`src/rtl/link_rx_pkg.sv`:
```
// Shared constants and elaboration helpers for the DDR link receive path.
package link_rx_pkg;

  localparam int DEF_CHANNEL_WIDTH = 8;
  localparam int DEF_NUM_CHANNELS  = 2;
  localparam int DEF_CORE_WIDTH    = 64;
  localparam int DEF_FIFO_DEPTH    = 8;
  localparam int DEF_TOKEN_BATCH   = 4;

  function automatic int beats_of(input int core_w, input int nch, input int chw);
    return core_w / (nch * chw);
  endfunction

  // Extra MSB is the wrap bit that separates full from empty.
  function automatic int ptr_width(input int depth);
    return $clog2(depth) + 1;
  endfunction

  function automatic bit params_ok(input int chw, input int nch, input int core_w,
                                   input int depth, input int batch);
    return (chw > 0) && (nch > 0) && (core_w % (nch * chw) == 0) &&
           (core_w / (nch * chw) >= 2) && (depth >= 2) &&
           ((depth & (depth - 1)) == 0) && (batch > 0) && (depth % batch == 0);
  endfunction

endpackage

```
`src/rtl/link_rx_fifo.sv`:
```
// Synchronous FIFO with wrap-bit pointers; a push into a full FIFO is taken
// only when a pop happens in the same cycle. Head reads as zero when empty.
module link_rx_fifo
  import link_rx_pkg::*;
#(
  parameter int WIDTH = DEF_CORE_WIDTH,
  parameter int DEPTH = DEF_FIFO_DEPTH
) (
  input  logic             clk,
  input  logic             rst,
  input  logic             push,
  input  logic [WIDTH-1:0] push_data,
  input  logic             pop,
  output logic [WIDTH-1:0] head,
  output logic             full,
  output logic             empty
);

  localparam int PW = ptr_width(DEPTH);
  localparam int AW = PW - 1;

  logic [PW-1:0]    wr_ptr;
  logic [PW-1:0]    rd_ptr;
  logic [WIDTH-1:0] mem [DEPTH];
  logic             do_pop;
  logic             do_push;

  assign empty   = (wr_ptr == rd_ptr);
  assign full    = (wr_ptr[AW] != rd_ptr[AW]) && (wr_ptr[AW-1:0] == rd_ptr[AW-1:0]);
  assign do_pop  = pop && !empty;
  assign do_push = push && (!full || do_pop);

  always_ff @(posedge clk) begin
    if (rst) begin
      wr_ptr <= '0;
      rd_ptr <= '0;
    end else begin
      if (do_push) wr_ptr <= wr_ptr + 1'b1;
      if (do_pop)  rd_ptr <= rd_ptr + 1'b1;
    end
  end

  // At full the write slot equals the head slot; the pop consumes the old value first.
  always_ff @(posedge clk) begin
    if (do_push) mem[wr_ptr[AW-1:0]] <= push_data;
  end

  assign head = empty ? '0 : mem[rd_ptr[AW-1:0]];

endmodule

```
`src/rtl/link_ddr_downstream_rx.sv`:
```
// DDR link receiver: beat reassembly, receive FIFO, credit token return.
// Optional LINK_RX_STATS_EN adds a saturating count of accepted words.
module link_ddr_downstream_rx
  import link_rx_pkg::*;
#(
  parameter int CHANNEL_WIDTH = DEF_CHANNEL_WIDTH,
  parameter int NUM_CHANNELS  = DEF_NUM_CHANNELS,
  parameter int CORE_WIDTH    = DEF_CORE_WIDTH,
  parameter int FIFO_DEPTH    = DEF_FIFO_DEPTH,
  parameter int TOKEN_BATCH   = DEF_TOKEN_BATCH
) (
  input  logic                                clk,
  input  logic                                rst,
  input  logic [NUM_CHANNELS-1:0]             io_valid_i,
  input  logic [NUM_CHANNELS*CHANNEL_WIDTH-1:0] io_data_i,
  output logic                                core_valid_o,
  output logic [CORE_WIDTH-1:0]               core_data_o,
  input  logic                                core_ready_i,
  output logic                                token_o,
  output logic                                overflow_o,
  output logic                                skew_err_o,
  output logic [15:0]                         rx_count_o
);

  localparam int BEATS = beats_of(CORE_WIDTH, NUM_CHANNELS, CHANNEL_WIDTH);
  localparam int SLICE = CORE_WIDTH / NUM_CHANNELS;
  localparam int BW    = $clog2(BEATS);
  localparam int TW    = (TOKEN_BATCH > 1) ? $clog2(TOKEN_BATCH) : 1;

  generate
    if (!params_ok(CHANNEL_WIDTH, NUM_CHANNELS, CORE_WIDTH, FIFO_DEPTH, TOKEN_BATCH)) begin : g_bad_params
      $error("link_ddr_downstream_rx: inconsistent parameters");
    end
  endgenerate

  logic [BW-1:0]         beat_cnt;
  logic [CORE_WIDTH-1:0] partial;
  logic [CORE_WIDTH-1:0] word_next;
  logic [CORE_WIDTH-1:0] push_word;
  logic                  push_q;
  logic                  all_valid;
  logic                  any_valid;
  logic                  last_beat;
  logic                  fifo_full;
  logic                  fifo_empty;
  logic                  pop;
  logic [TW-1:0]         pop_cnt;

  assign all_valid = &io_valid_i;
  assign any_valid = |io_valid_i;
  assign last_beat = (beat_cnt == BW'(BEATS - 1));

  // Each channel owns a contiguous SLICE of the word, filled low beat first.
  always_comb begin
    word_next = partial;
    for (int c = 0; c < NUM_CHANNELS; c++) begin
      word_next[c*SLICE + int'(beat_cnt)*CHANNEL_WIDTH +: CHANNEL_WIDTH] =
        io_data_i[c*CHANNEL_WIDTH +: CHANNEL_WIDTH];
    end
  end

  always_ff @(posedge clk) begin
    if (rst) begin
      beat_cnt   <= '0;
      partial    <= '0;
      push_word  <= '0;
      push_q     <= 1'b0;
      skew_err_o <= 1'b0;
    end else begin
      push_q <= all_valid && last_beat;
      if (all_valid) begin
        if (last_beat) begin
          beat_cnt  <= '0;
          partial   <= '0;
          push_word <= word_next;
        end else begin
          beat_cnt <= beat_cnt + 1'b1;
          partial  <= word_next;
        end
      end
      if (any_valid && !all_valid) skew_err_o <= 1'b1;
    end
  end

  link_rx_fifo #(
    .WIDTH (CORE_WIDTH),
    .DEPTH (FIFO_DEPTH)
  ) u_fifo (
    .clk       (clk),
    .rst       (rst),
    .push      (push_q),
    .push_data (push_word),
    .pop       (pop),
    .head      (core_data_o),
    .full      (fifo_full),
    .empty     (fifo_empty)
  );

  assign core_valid_o = !fifo_empty;
  assign pop          = core_valid_o && core_ready_i;

  always_ff @(posedge clk) begin
    if (rst) begin
      overflow_o <= 1'b0;
      pop_cnt    <= '0;
      token_o    <= 1'b0;
    end else begin
      if (push_q && fifo_full && !pop) overflow_o <= 1'b1;
      if (pop) begin
        if (pop_cnt == TW'(TOKEN_BATCH - 1)) begin
          pop_cnt <= '0;
          token_o <= ~token_o;
        end else begin
          pop_cnt <= pop_cnt + 1'b1;
        end
      end
    end
  end

`ifdef LINK_RX_STATS_EN
  logic        push_accepted;
  logic [15:0] rx_count;

  assign push_accepted = push_q && (!fifo_full || pop);

  always_ff @(posedge clk) begin
    if (rst) begin
      rx_count <= '0;
    end else if (push_accepted && (rx_count != 16'hFFFF)) begin
      rx_count <= rx_count + 16'd1;
    end
  end

  assign rx_count_o = rx_count;
`else
  assign rx_count_o = '0;
`endif

endmodule
```
`config.mk`:
```
export PLATFORM = sky130hd
export DESIGN_NAME = link_ddr_downstream_rx
export DESIGN_NICKNAME = d
export VERILOG_FILES = /design/src/rtl/link_rx_pkg.sv /design/src/rtl/link_rx_fifo.sv /design/src/rtl/link_ddr_downstream_rx.sv
export SDC_FILE = /design/constraint.sdc
export NUM_CORES = 1
export LEC_CHECK = 0
export BUFFER_PORTS_ARGS = -buffer_cell sky130_fd_sc_hd__buf_2
export CORE_ASPECT_RATIO = 1.5
export CORE_MARGIN = 1
export CORE_UTILIZATION = 30
export CTS_CLUSTER_DIAMETER = 120
export CTS_CLUSTER_SIZE = 14
export DETAILED_ROUTE_END_ITERATION = 6
export SYNTH_ARGS = -nofsm -noshare
export SYNTH_HDL_FRONTEND = slang
export SYNTH_SLANG_ARGS = --single-unit
```
`constraint.sdc`:
```
create_clock -name clk -period 7.9 [get_ports clk]
set_input_delay 0.79 -clock clk [delete_from_list [all_inputs] [get_ports clk]]
set_output_delay 0.79 -clock clk [all_outputs]
set_load 0.05 [all_outputs]
```
==> flow_metrics.env, run 1 <==
export IMPL_wire_per_inst_um=21.1
export IMPL_worst_ep_arrival_time_ps=3500
export IMPL_wl_um=60500
export IMPL_cts_resized=0
export IMPL_synth_top_area_cell="edfxtp_1"
export IMPL_synth_main_ff_cell="edfxtp_1"
export IMPL_core_area_um2=86500
export IMPL_clk_pin_slew_ps=70
export IMPL_worst_pin_slew_ps=1340
export IMPL_fmax_mhz=233
export IMPL_hpwlAfterDp_um=35300
export IMPL_finalHoldViolCount=0
export IMPL_grt_pass1_wl_um=91500
export IMPL_synth_top_cell_area_share_pct=58.6
export IMPL_hp_start="partial[22]"
export IMPL_period_needed_ps=4290
export IMPL_clock_sinks=659
export IMPL_fin_tns_setup_ps=0
export IMPL_synth_area_leaders="edfxtp_1 59%, dfxtp_1 11%, mux4_2 11%"
export IMPL_ir_drop_mv=0.141
export IMPL_min_path_cells=2
export IMPL_synth_edf_count=512
export IMPL_crit_path_top_delay_cell="dfxtp_4"
export IMPL_grt_antenna_before_repair=14
export IMPL_cts_buffers=53
export IMPL_synth_common_cells="512 x edfxtp_1, 211 x nor2_1, 147 x dfxtp_1"
export IMPL_post_cts_buffers=0
export IMPL_die_x_um=244
export IMPL_cts_path_max_buffers=3
export IMPL_async_reset_ff_share_pct=0
export IMPL_grt_overflow=0
export IMPL_finalPower_mw=6.30
export IMPL_place_gp_congestion=0.829
export IMPL_drc=0
export IMPL_status="finished, final reports clean"
export IMPL_syn_inst=1630
export IMPL_ctsHtreeMaxLevel=2
export IMPL_route_vias_total=14087
export IMPL_area_growth_syn_to_layout_pct=12.0
export IMPL_nets=1714
export IMPL_yosysWarnings=0
export IMPL_io_buffers=88
export IMPL_r2r_end="u_fifo.mem[1][48]"
export IMPL_synth_most_common_cell="edfxtp_1"
export IMPL_relSlewSlack_pct=10.8
export IMPL_dieArea_um2=88700
export IMPL_clk_latency_ps=600
export IMPL_reg2reg_depth=5
export IMPL_synthesis_area_um2=26300
export IMPL_critPathRequiredTime_ps=7110
export IMPL_whs_endpoint="partial[22]"
export IMPL_crit_chain="buf_12 > mux4_2 > mux2i_1 > nor2_1 > buf_2"
export IMPL_maxCapViolCount=0
export IMPL_synth_seq_cells=659
export IMPL_setup_worst_path_end_class="output pin"
export IMPL_cts_root_buf="clkbuf_16"
export IMPL_r2r_slack_ps=4360
export IMPL_finalSetupViolations=0
export IMPL_grt_usage_pct=13.5
export IMPL_worst_setup_path_start_kind="flop"
export IMPL_grt_max_degree=98
export IMPL_cp_max_fo=82
export IMPL_max_stage_delay_ps=980
export IMPL_leakage_nw=9.32
export IMPL_grt_pass1_vias=14689
export IMPL_die_h_um=364
export IMPL_initial_core_util_pct=30.3
export IMPL_period_share_pct=54.3
export IMPL_r2r_start="u_fifo.wr_ptr[0]"
export IMPL_cellPowerDensity_nw_per_um2=214
export IMPL_row_count=132
export IMPL_worstHoldPathType="flop to flop"
export IMPL_skew_ps=17.5
export IMPL_antenna_left=0
export IMPL_io_pins=105
export IMPL_rsz0062_at_grt="no"
export IMPL_hold_buffers=0
export IMPL_drt_pass1_iter_count=5
export IMPL_yosysUniqueCellTypes=52
export IMPL_via_per_inst=4.91
export IMPL_drive_gt1_share_pct=18.8
export IMPL_crit_type="flop to output pin"
export IMPL_yosysSeqAreaShare_pct=69.8
export IMPL_drt_iter0_markers=968
export IMPL_finalMaxSlewViolations=0
export IMPL_syn_avg_cell_area_um2=16.1
export IMPL_cts_tree="done"
==> sequential cells by signal, indices dropped and copies added (netlist names), named ones only <==
| name | count |
|---|---|
| push_word | 64 |
| u_fifo.rd_ptr | 4 |
| pop_cnt | 2 |
| token_o | 1 |
| beat_cnt | 2 |
| push_q | 1 |
| u_fifo.mem | 512 |
| skew_err_o | 1 |
| partial | 64 |
| overflow_o | 1 |
| u_fifo.wr_ptr | 4 |
==> placed cells by master (no fill, tap or decap), types with 7 or more instances in the layout <==
cell type and n:
clkbuf_16 53, inv_1 16, ha_1 12, nand2_1 34, conb_1 16, a22o_1 16, dfxtp_1 144, mux2i_1 76
a21oi_1 12, nor2_1 204, a31o_2 8, mux4_2 128, o21a_1 16, nand3_1 12, o21ai_0 17, nand2b_1 10
a221oi_1 8, o221ai_1 7, a211oi_1 35, nor2_4 7, nor2b_1 77, a2bb2oi_1 32, buf_4 23, clkbuf_1 41
a32oi_1 8, edfxtp_1 512, a21o_1 7, nor3_1 11, a31oi_1 42, a22oi_1 8, buf_2 87
==> cells by family (layout without fill, tap and decap cells) <==
family | count (synthesis) | in the layout | share of synthesized area (%)
AOI/OAI and AO/OA | 221 | 221 | 6.26
xor gates and xnor gates | 5 | 5 | 0.195
adders and majority gates | 12 | 12 | 0.572
buffers and inverters | 146 | 226 | 2.48
DFF | 659 | 659 | 69.8
muxes | 206 | 206 | 14.0
other | 1 | 19 | 0.0143
and+or+nand+nor | 380 | 380 | 6.75
==> final cells by class <==
| type | count | area, um^2 |
|---|---|---|
| diodes | 3 | 7.51 |
| clock buffers | 95 | 1490 |
| clock inverters | 4 | 57.6 |
| fillers | 8302 | 57100 |
| inverters | 16 | 60.1 |
| multi-input cells | 840 | 7410 |
| flip-flops and latches | 659 | 18300 |
| well taps | 1139 | 1430 |
| repair buffers | 111 | 628 |
==> stage by stage <==
step	util (%)	area [um^2]	hold WS, ps	std cells	setup slack (ps)
final	34.0	29400	464	2867	3610
after global placement	32.2	27900	445	2765	3970
after CTS	34.0	29400	465	2864	3420
after global routing	34.0	29400	486	2866	3300
after floorplan	-	26300	425	1645	1700
after detailed placement	32.2	27900	446	2765	4070
==> worst max path at each step <==
stage,end,from
final,core_data_o[36],flop
after global routing,core_data_o[36],flop
after CTS,core_data_o[38],flop
after detailed placement,core_data_o[38],flop
after global placement,core_data_o[36],flop
after floorplan,u_fifo.mem[0][0],core_ready_i
==> critical path, delay by kind of cell (launching register included) <==
kind / cells / cell delay, ps
flip-flops: 1 / 980
AND/OR/NAND/NOR: 1 / 70
buffers and inverters: 2 / 860
multiplexers: 2 / 880
==> where the power goes <==
group / internal (mW) / total, mW / switching, mW / leakage (nW)
Clock: 1.27 / 2.46 / 1.19 / 0.731
Combinational: 0.0371 / 0.148 / 0.111 / 2.65
Sequential: 3.69 / 3.69 / 0.00678 / 5.94
Total: 5.00 / 6.30 / 1.30 / 9.32
==> layer usage <==
| layer | part of all wire [%] | global-route usage (%) | up-vias |
|---|---|---|---|
| li1 | - | - | 6378 |
| met1 | 41 | 15.7 | 7292 |
| met2 | 53 | 24.8 | 278 |
| met3 | 3.8 | 2.42 | 117 |
| met4 | 2.8 | 4.88 | 22 |
| met5 | 0.24 | 0 | - |
No activity file was read; power rests on OpenSTA's default activity.
==> run 2, diff against run 1 <==
Settings changed: ABC_AREA set to 1.
Clock period 7.9 ns to 4.1 ns, I/O delays scaled along.
==> run 2 against run 1 <==
  * The flow now finishes with violations (DRC)
  * Non-clock buffer count rose by 17
  * Combinational power up 140%
  * Critical path depth up 2
  * Design area increased by 2.1%
  * Clock skew increased by 13 ps
  * Global-route usage grew 1.6 points
  * Final cell count rose by 32%
  * Highest routed layer unchanged
==> flow_metrics.env, run 2 <==
export IMPL_setup_slack_ps=605
export IMPL_period_needed_ps=3500
export IMPL_status="complete, but fails checks"
export IMPL_cts_resized=0
export IMPL_post_dp_cell_area_um2=28500
export IMPL_period_share_pct=85.3
export IMPL_crit_buf_inv=3
export IMPL_largest_register_ffs=512
export IMPL_core_area_um2=89000
export IMPL_critical_path_most_common_cell="nor2_1"
export IMPL_cts_buffers=53
export IMPL_setup_worst_path_end_class="output pin"
export IMPL_mostFrequentLayoutCells="539 x nor2_1, 512 x edfxtp_1, 365 x nand2_1, 327 x o21ai_0, 144 x dfxtp_1"
export IMPL_cp_max_fo=79
export IMPL_synth_top_cell_area_share_pct=57.0
export IMPL_cts_tree="done"
export IMPL_crit_family="buffers and inverters"
export IMPL_grt_usage_pct=15.2
export IMPL_initial_core_util_pct=30.3
export IMPL_synth_common_cells="545 x nor2_1, 512 x edfxtp_1, 366 x nand2_1"
export IMPL_synth_seq_cells=659
export IMPL_wl_um=70800
export IMPL_crit_chain="inv_2 > buf_4 > o21ai_0 > o22ai_1 > nor2_1 > nor2_1 > buf_2"
export IMPL_drt_pass1_iter_count=7
export IMPL_leakage_nw=10.4
export IMPL_grt_max_degree=145
export IMPL_die_x_um=247
export IMPL_die_h_um=369
export IMPL_dieArea_um2=91100
export IMPL_grt_overflow=0
export IMPL_highest_layer="met5"
export IMPL_fillers=8813
export IMPL_relSlewSlack_pct=28.1
export IMPL_hold_buffers=0
export IMPL_via_per_inst=4.89
export IMPL_route_vias_total=18471
export IMPL_crit_type="flop to output pin"
export IMPL_wl_met3_um=3340
export IMPL_finalMaxSlewViolations=0
export IMPL_nets=2603
export IMPL_async_reset_ff_share_pct=0
export IMPL_drc=24
export IMPL_skew_ps=30.5
export IMPL_worst_pin_slew_ps=1080
export IMPL_cellPowerDensity_nw_per_um2=409
export IMPL_drive_gt1_share_pct=8.26
export IMPL_final_common_cell="nor2_1"
export IMPL_row_count=134
export IMPL_worst_setup_path_start_kind="flop"
export IMPL_max_stage_delay_ps=580
export IMPL_synth_top_area_cell="edfxtp_1"
export IMPL_synth_most_common_cell="nor2_1"
export IMPL_syn_inst=2553
export IMPL_antenna_left=0
export IMPL_hpwlAfterDp_um=42100
export IMPL_placedCellCount=3671
export IMPL_yosysUniqueCellTypes=32
export IMPL_ctsHtreeMaxLevel=2
export IMPL_synthesis_area_um2=27000
export IMPL_syn_avg_cell_area_um2=10.6
export IMPL_synth_area_leaders="edfxtp_1 57%, dfxtp_1 11%, nor2_1 7.6%"
export IMPL_clk_pin_slew_ps=70
export IMPL_ir_drop_mv=0.344
export IMPL_grt_antenna_before_repair=11
export IMPL_yosysWarnings=0
export IMPL_fin_area_um2=30000
export IMPL_finalHoldViolCount=0
export IMPL_critPathRequiredTime_ps=3690
export IMPL_clk_latency_ps=600
export IMPL_post_place_ws_ps=1290
export IMPL_finalSetupViolations=0
export IMPL_clock_sinks=659
export IMPL_grt_pass1_wl_um=107000
export IMPL_synth_main_ff_cell="edfxtp_1"
export IMPL_final_cells=3774
export IMPL_place_gp_congestion=0.887
export IMPL_maxCapViolCount=0
export IMPL_wl_met2_um=36500
export IMPL_violations="DRC"
export IMPL_rsz0062_at_grt="no"
export IMPL_worst_ep_arrival_time_ps=3090
export IMPL_fmax_mhz=286
export IMPL_finalPower_mw=12.3
export IMPL_io_pins=105
export IMPL_post_cts_buffers=0
export IMPL_grt_pass1_vias=17820
export IMPL_cts_path_max_buffers=3
export IMPL_cts_root_buf="clkbuf_16"
export IMPL_wl_met1_um=28200
export IMPL_yosysSeqAreaShare_pct=67.9
export IMPL_worstHoldPathType="input port to flop"
export IMPL_area_growth_syn_to_layout_pct=11.3
export IMPL_wire_per_inst_um=18.8
export IMPL_drt_iter0_markers=1131
export IMPL_crit_path_top_delay_cell="dfxtp_4"
export IMPL_io_buffers=88
export IMPL_synth_edf_count=512
[run 2: changes by cell type after synthesis, moves of 76 or more]
cell     change
nor2_1     +334
nand2_1    +332
mux4_2     -128
mux2i_1     -76
o21ai_0    +310
a21oi_1    +103
nor2b_1     -77
[run 2: stage by stage]
step	hold slack (ps)	utilization [%]	TNS [ps]
after global placement	440	32.0	0
after CTS	162	33.7	0
after floorplan	443	-	-385850
after detailed placement	454	32.0	0
after global routing	211	33.7	0
final	194	33.7	0
[run 2: cell families (layout without fill, tap and decap cells)]
group	count (synthesis)	after routing	synth area share [%]
AO/OA/AOI/OAI	613	613	12.3
XOR/XNOR	4	4	0.130
adder cells (fa/ha/maj)	12	12	0.557
buffers and inverters	268	314	4.64
flip-flops	659	659	67.9
other	1	20	0.0139
AND/OR/NAND/NOR	996	996	14.4
[run 2: final timing paths]
path | from | endpoint | slack, ps | depth (start not counted)
setup / recovery | flop | core_data_o[16] | 600 | 7
hold / removal | io_valid_i[1] | skew_err_o | 190 | 4
setup reg to reg | beat_cnt[0] | partial[0] | 1330 | 10
hold reg to reg | overflow_o | overflow_o | 460 | 2
[run 2: final cells by class]
type | instances | area, um^2 | area share (%)
Inverter | 87 | 332 | 1.10
Tap cell | 1156 | 1450 | 4.82
Clock inverter | 3 | 33.8 | 0.113
Clock buffer | 96 | 1490 | 4.96
Multi-Input combinational cell | 1641 | 7520 | 25.1
Antenna cell | 4 | 10.0 | 0.0333
Sequential cell | 659 | 18300 | 61.1
Timing Repair Buffer | 128 | 856 | 2.85
[run 2: routing by layer]
layer,up-vias,GRT usage [%]
li1,8843,-
met4,12,6.46
met5,-,0
met3,136,1.97
met1,9016,17.8
met2,464,27.5
[run 2: report_power, final]
part / switching [mW] / internal [mW] / total [mW] / leakage (nW)
logic: 0.283 / 0.0730 / 0.356 / 3.51
clock network: 2.31 / 2.45 / 4.76 / 0.723
registers: 0.0216 / 7.12 / 7.14 / 6.19
[run 2: tightest hold or removal path, cell delays in order]
cell	delay (ps)
buf_2	100
ha_1	120
nor2_1	30
nor2_1	80
==> run 3, diff against run 2 <==
Settings changed: CORE_MARGIN 1 to 5.
==> run 3 against run 2 <==
  * The flow now finishes without violations
  * Worst setup slack improved by 53 ps
  * Non-clock buffer count increased by 3
  * Wire length about the same
  * Critical path depth unchanged
  * Via count about the same
  * Largest cell class unchanged
  * Maximum frequency increased by 1.5%
  * Sequential cell count unchanged
  * Highest routed layer unchanged
==> flow_metrics.env, run 3 (same netlist as run 2, synthesis figures left out) <==
export IMPL_status="finished, final reports clean"
export IMPL_fmax_mhz=291
export IMPL_switching_power_mw=2.57
export IMPL_drt_iter0_markers=1395
export IMPL_maxCapViolCount=0
export IMPL_via_per_inst=4.90
export IMPL_cts_tree="done"
export IMPL_p_sw_share_pct=20.9
export IMPL_crit_path_top_delay_cell="dfxtp_4"
export IMPL_crit_chain="inv_6 > buf_4 > o21ai_0 > o22ai_1 > nor2_1 > nor2_1 > buf_2"
export IMPL_combPwrFrac_pct=2.9
export IMPL_finalMaxSlewViolations=0
export IMPL_critPathRequiredTime_ps=3690
export IMPL_drt_pass1_iter_count=6
export IMPL_ctsHtreeMaxLevel=2
export IMPL_post_place_ws_ps=1230
export IMPL_worstHoldPathType="input port to flop"
export IMPL_setup_worst_path_end_class="output pin"
export IMPL_route_vias_total=18487
export IMPL_worst_ep_arrival_time_ps=3030
export IMPL_leakage_nw=10.5
export IMPL_finalHoldViolCount=0
export IMPL_mostFrequentLayoutCells="539 x nor2_1, 512 x edfxtp_1, 365 x nand2_1, 327 x o21ai_0, 144 x dfxtp_1"
export IMPL_drc=0
export IMPL_wire_per_inst_um=18.8
export IMPL_hpwlAfterDp_um=42100
export IMPL_period_share_pct=84.0
export IMPL_die_h_um=377
export IMPL_clock_sinks=659
export IMPL_dieArea_um2=96100
export IMPL_period_needed_ps=3440
export IMPL_largest_register_ffs=512
export IMPL_finalSetupViolations=0
export IMPL_io_pins=105
export IMPL_intPower_mw=9.71
export IMPL_critical_path_most_common_cell="nor2_1"
export IMPL_reg2reg_depth=10
export IMPL_final_common_cell="nor2_1"
export IMPL_relSlewSlack_pct=42.4
export IMPL_cp_max_fo=68
export IMPL_cts_path_max_buffers=3
export IMPL_crit_type="flop to output pin"
export IMPL_area_growth_syn_to_layout_pct=11.6
export IMPL_drive_gt1_share_pct=8.37
export IMPL_die_x_um=255
export IMPL_ir_drop_mv=0.302
export IMPL_cts_buffers=53
export IMPL_cts_resized=0
export IMPL_core_area_um2=89200
export IMPL_grt_antenna_before_repair=8
export IMPL_cts_root_buf="clkbuf_16"
export IMPL_place_gp_congestion=0.881
export IMPL_grt_max_degree=86
export IMPL_post_cts_buffers=0
export IMPL_setup_slack_ps=658
export IMPL_clock_power_share_pct=38.9
export IMPL_initial_core_util_pct=30.2
export IMPL_power_frac_seq_pct=58.2
export IMPL_post_dp_cell_area_um2=28500
export IMPL_clk_pin_slew_ps=70
export IMPL_antenna_left=0
export IMPL_clk_latency_ps=590
export IMPL_hold_buffers=0
export IMPL_worst_pin_slew_ps=864
export IMPL_cellPowerDensity_nw_per_um2=408
export IMPL_postLayoutCoreUtil_pct=33.7
export IMPL_nets=2606
export IMPL_fin_area_um2=30100
export IMPL_min_path_cells=4
export IMPL_worst_setup_path_start_kind="flop"
export IMPL_grt_pass1_vias=17688
export IMPL_rsz0062_at_grt="no"
export IMPL_grt_overflow=0
export IMPL_grt_usage_pct=14.1
export IMPL_max_stage_delay_ps=530
export IMPL_skew_ps=22.6
export IMPL_io_buffers=88
export IMPL_grt_pass1_wl_um=106000
export IMPL_row_count=134
export IMPL_wl_um=70800
run 3: cell types whose count changed in the layout (fill, tap and decap cells not counted):
cell	change
buf_4	+1
diode_2	-3
clkbuf_16	+2
inv_6	-1
clkbuf_2	-1
buf_12	+2
run 3: layer usage:
layer  up-vias  track usage, %  wire [um]
met5         -               0         21
met4         4            5.09       2500
met3       138            1.76       2700
met2       405            26.1      37200
met1      9099            16.8      28400
li1       8841               -          -
run 3: power groups by stage:
stage          Clock, mW  Sequential, mW  Combinational [mW]
3_3_place_gp           0            7.29               0.352
2_1_floorplan          0            7.29               0.258
3_5_place_dp           0            7.29               0.353
5_1_grt             5.17            7.14               0.387
6_report            4.78            7.15               0.355
4_1_cts             4.90            7.14               0.354
run 3: final cells by class:
class	count	area (um^2)
sequential	659	18300
antenna	1	2.50
inverter	87	332
clock buffer	97	1530
timing repair buffer	131	903
fill	8916	59100
tap	1156	1450
clock inverter	2	25.0
multi-input combinational	1641	7520
run 3: worst paths after layout:
| path | startpoint | to | slack, ps |
|---|---|---|---|
| min | io_valid_i[1] | skew_err_o | 130 |
| min reg2reg | overflow_o | overflow_o | 460 |
| max reg2reg | beat_cnt[0] | partial[37] | 1300 |
| max | flop | core_data_o[19] | 660 |
run 3: through the flow:
step	total power, mW	hold slack, ps	TNS (ps)	std cells
after floorplan	7.55	443	-385850	2568
after global placement	7.64	441	0	3674
after detailed placement	7.65	442	0	3674
after CTS	12.4	99.9	0	3773
after global routing	12.7	163	0	3774
final	12.3	135	0	3774
run 3: worst max-delay path, delay by kind of cell (launching register included):
kind / cells / cell delay (ps)
compound gates: 2 / 280
buf+inv: 3 / 1290
flops: 1 / 530
simple gates: 2 / 280
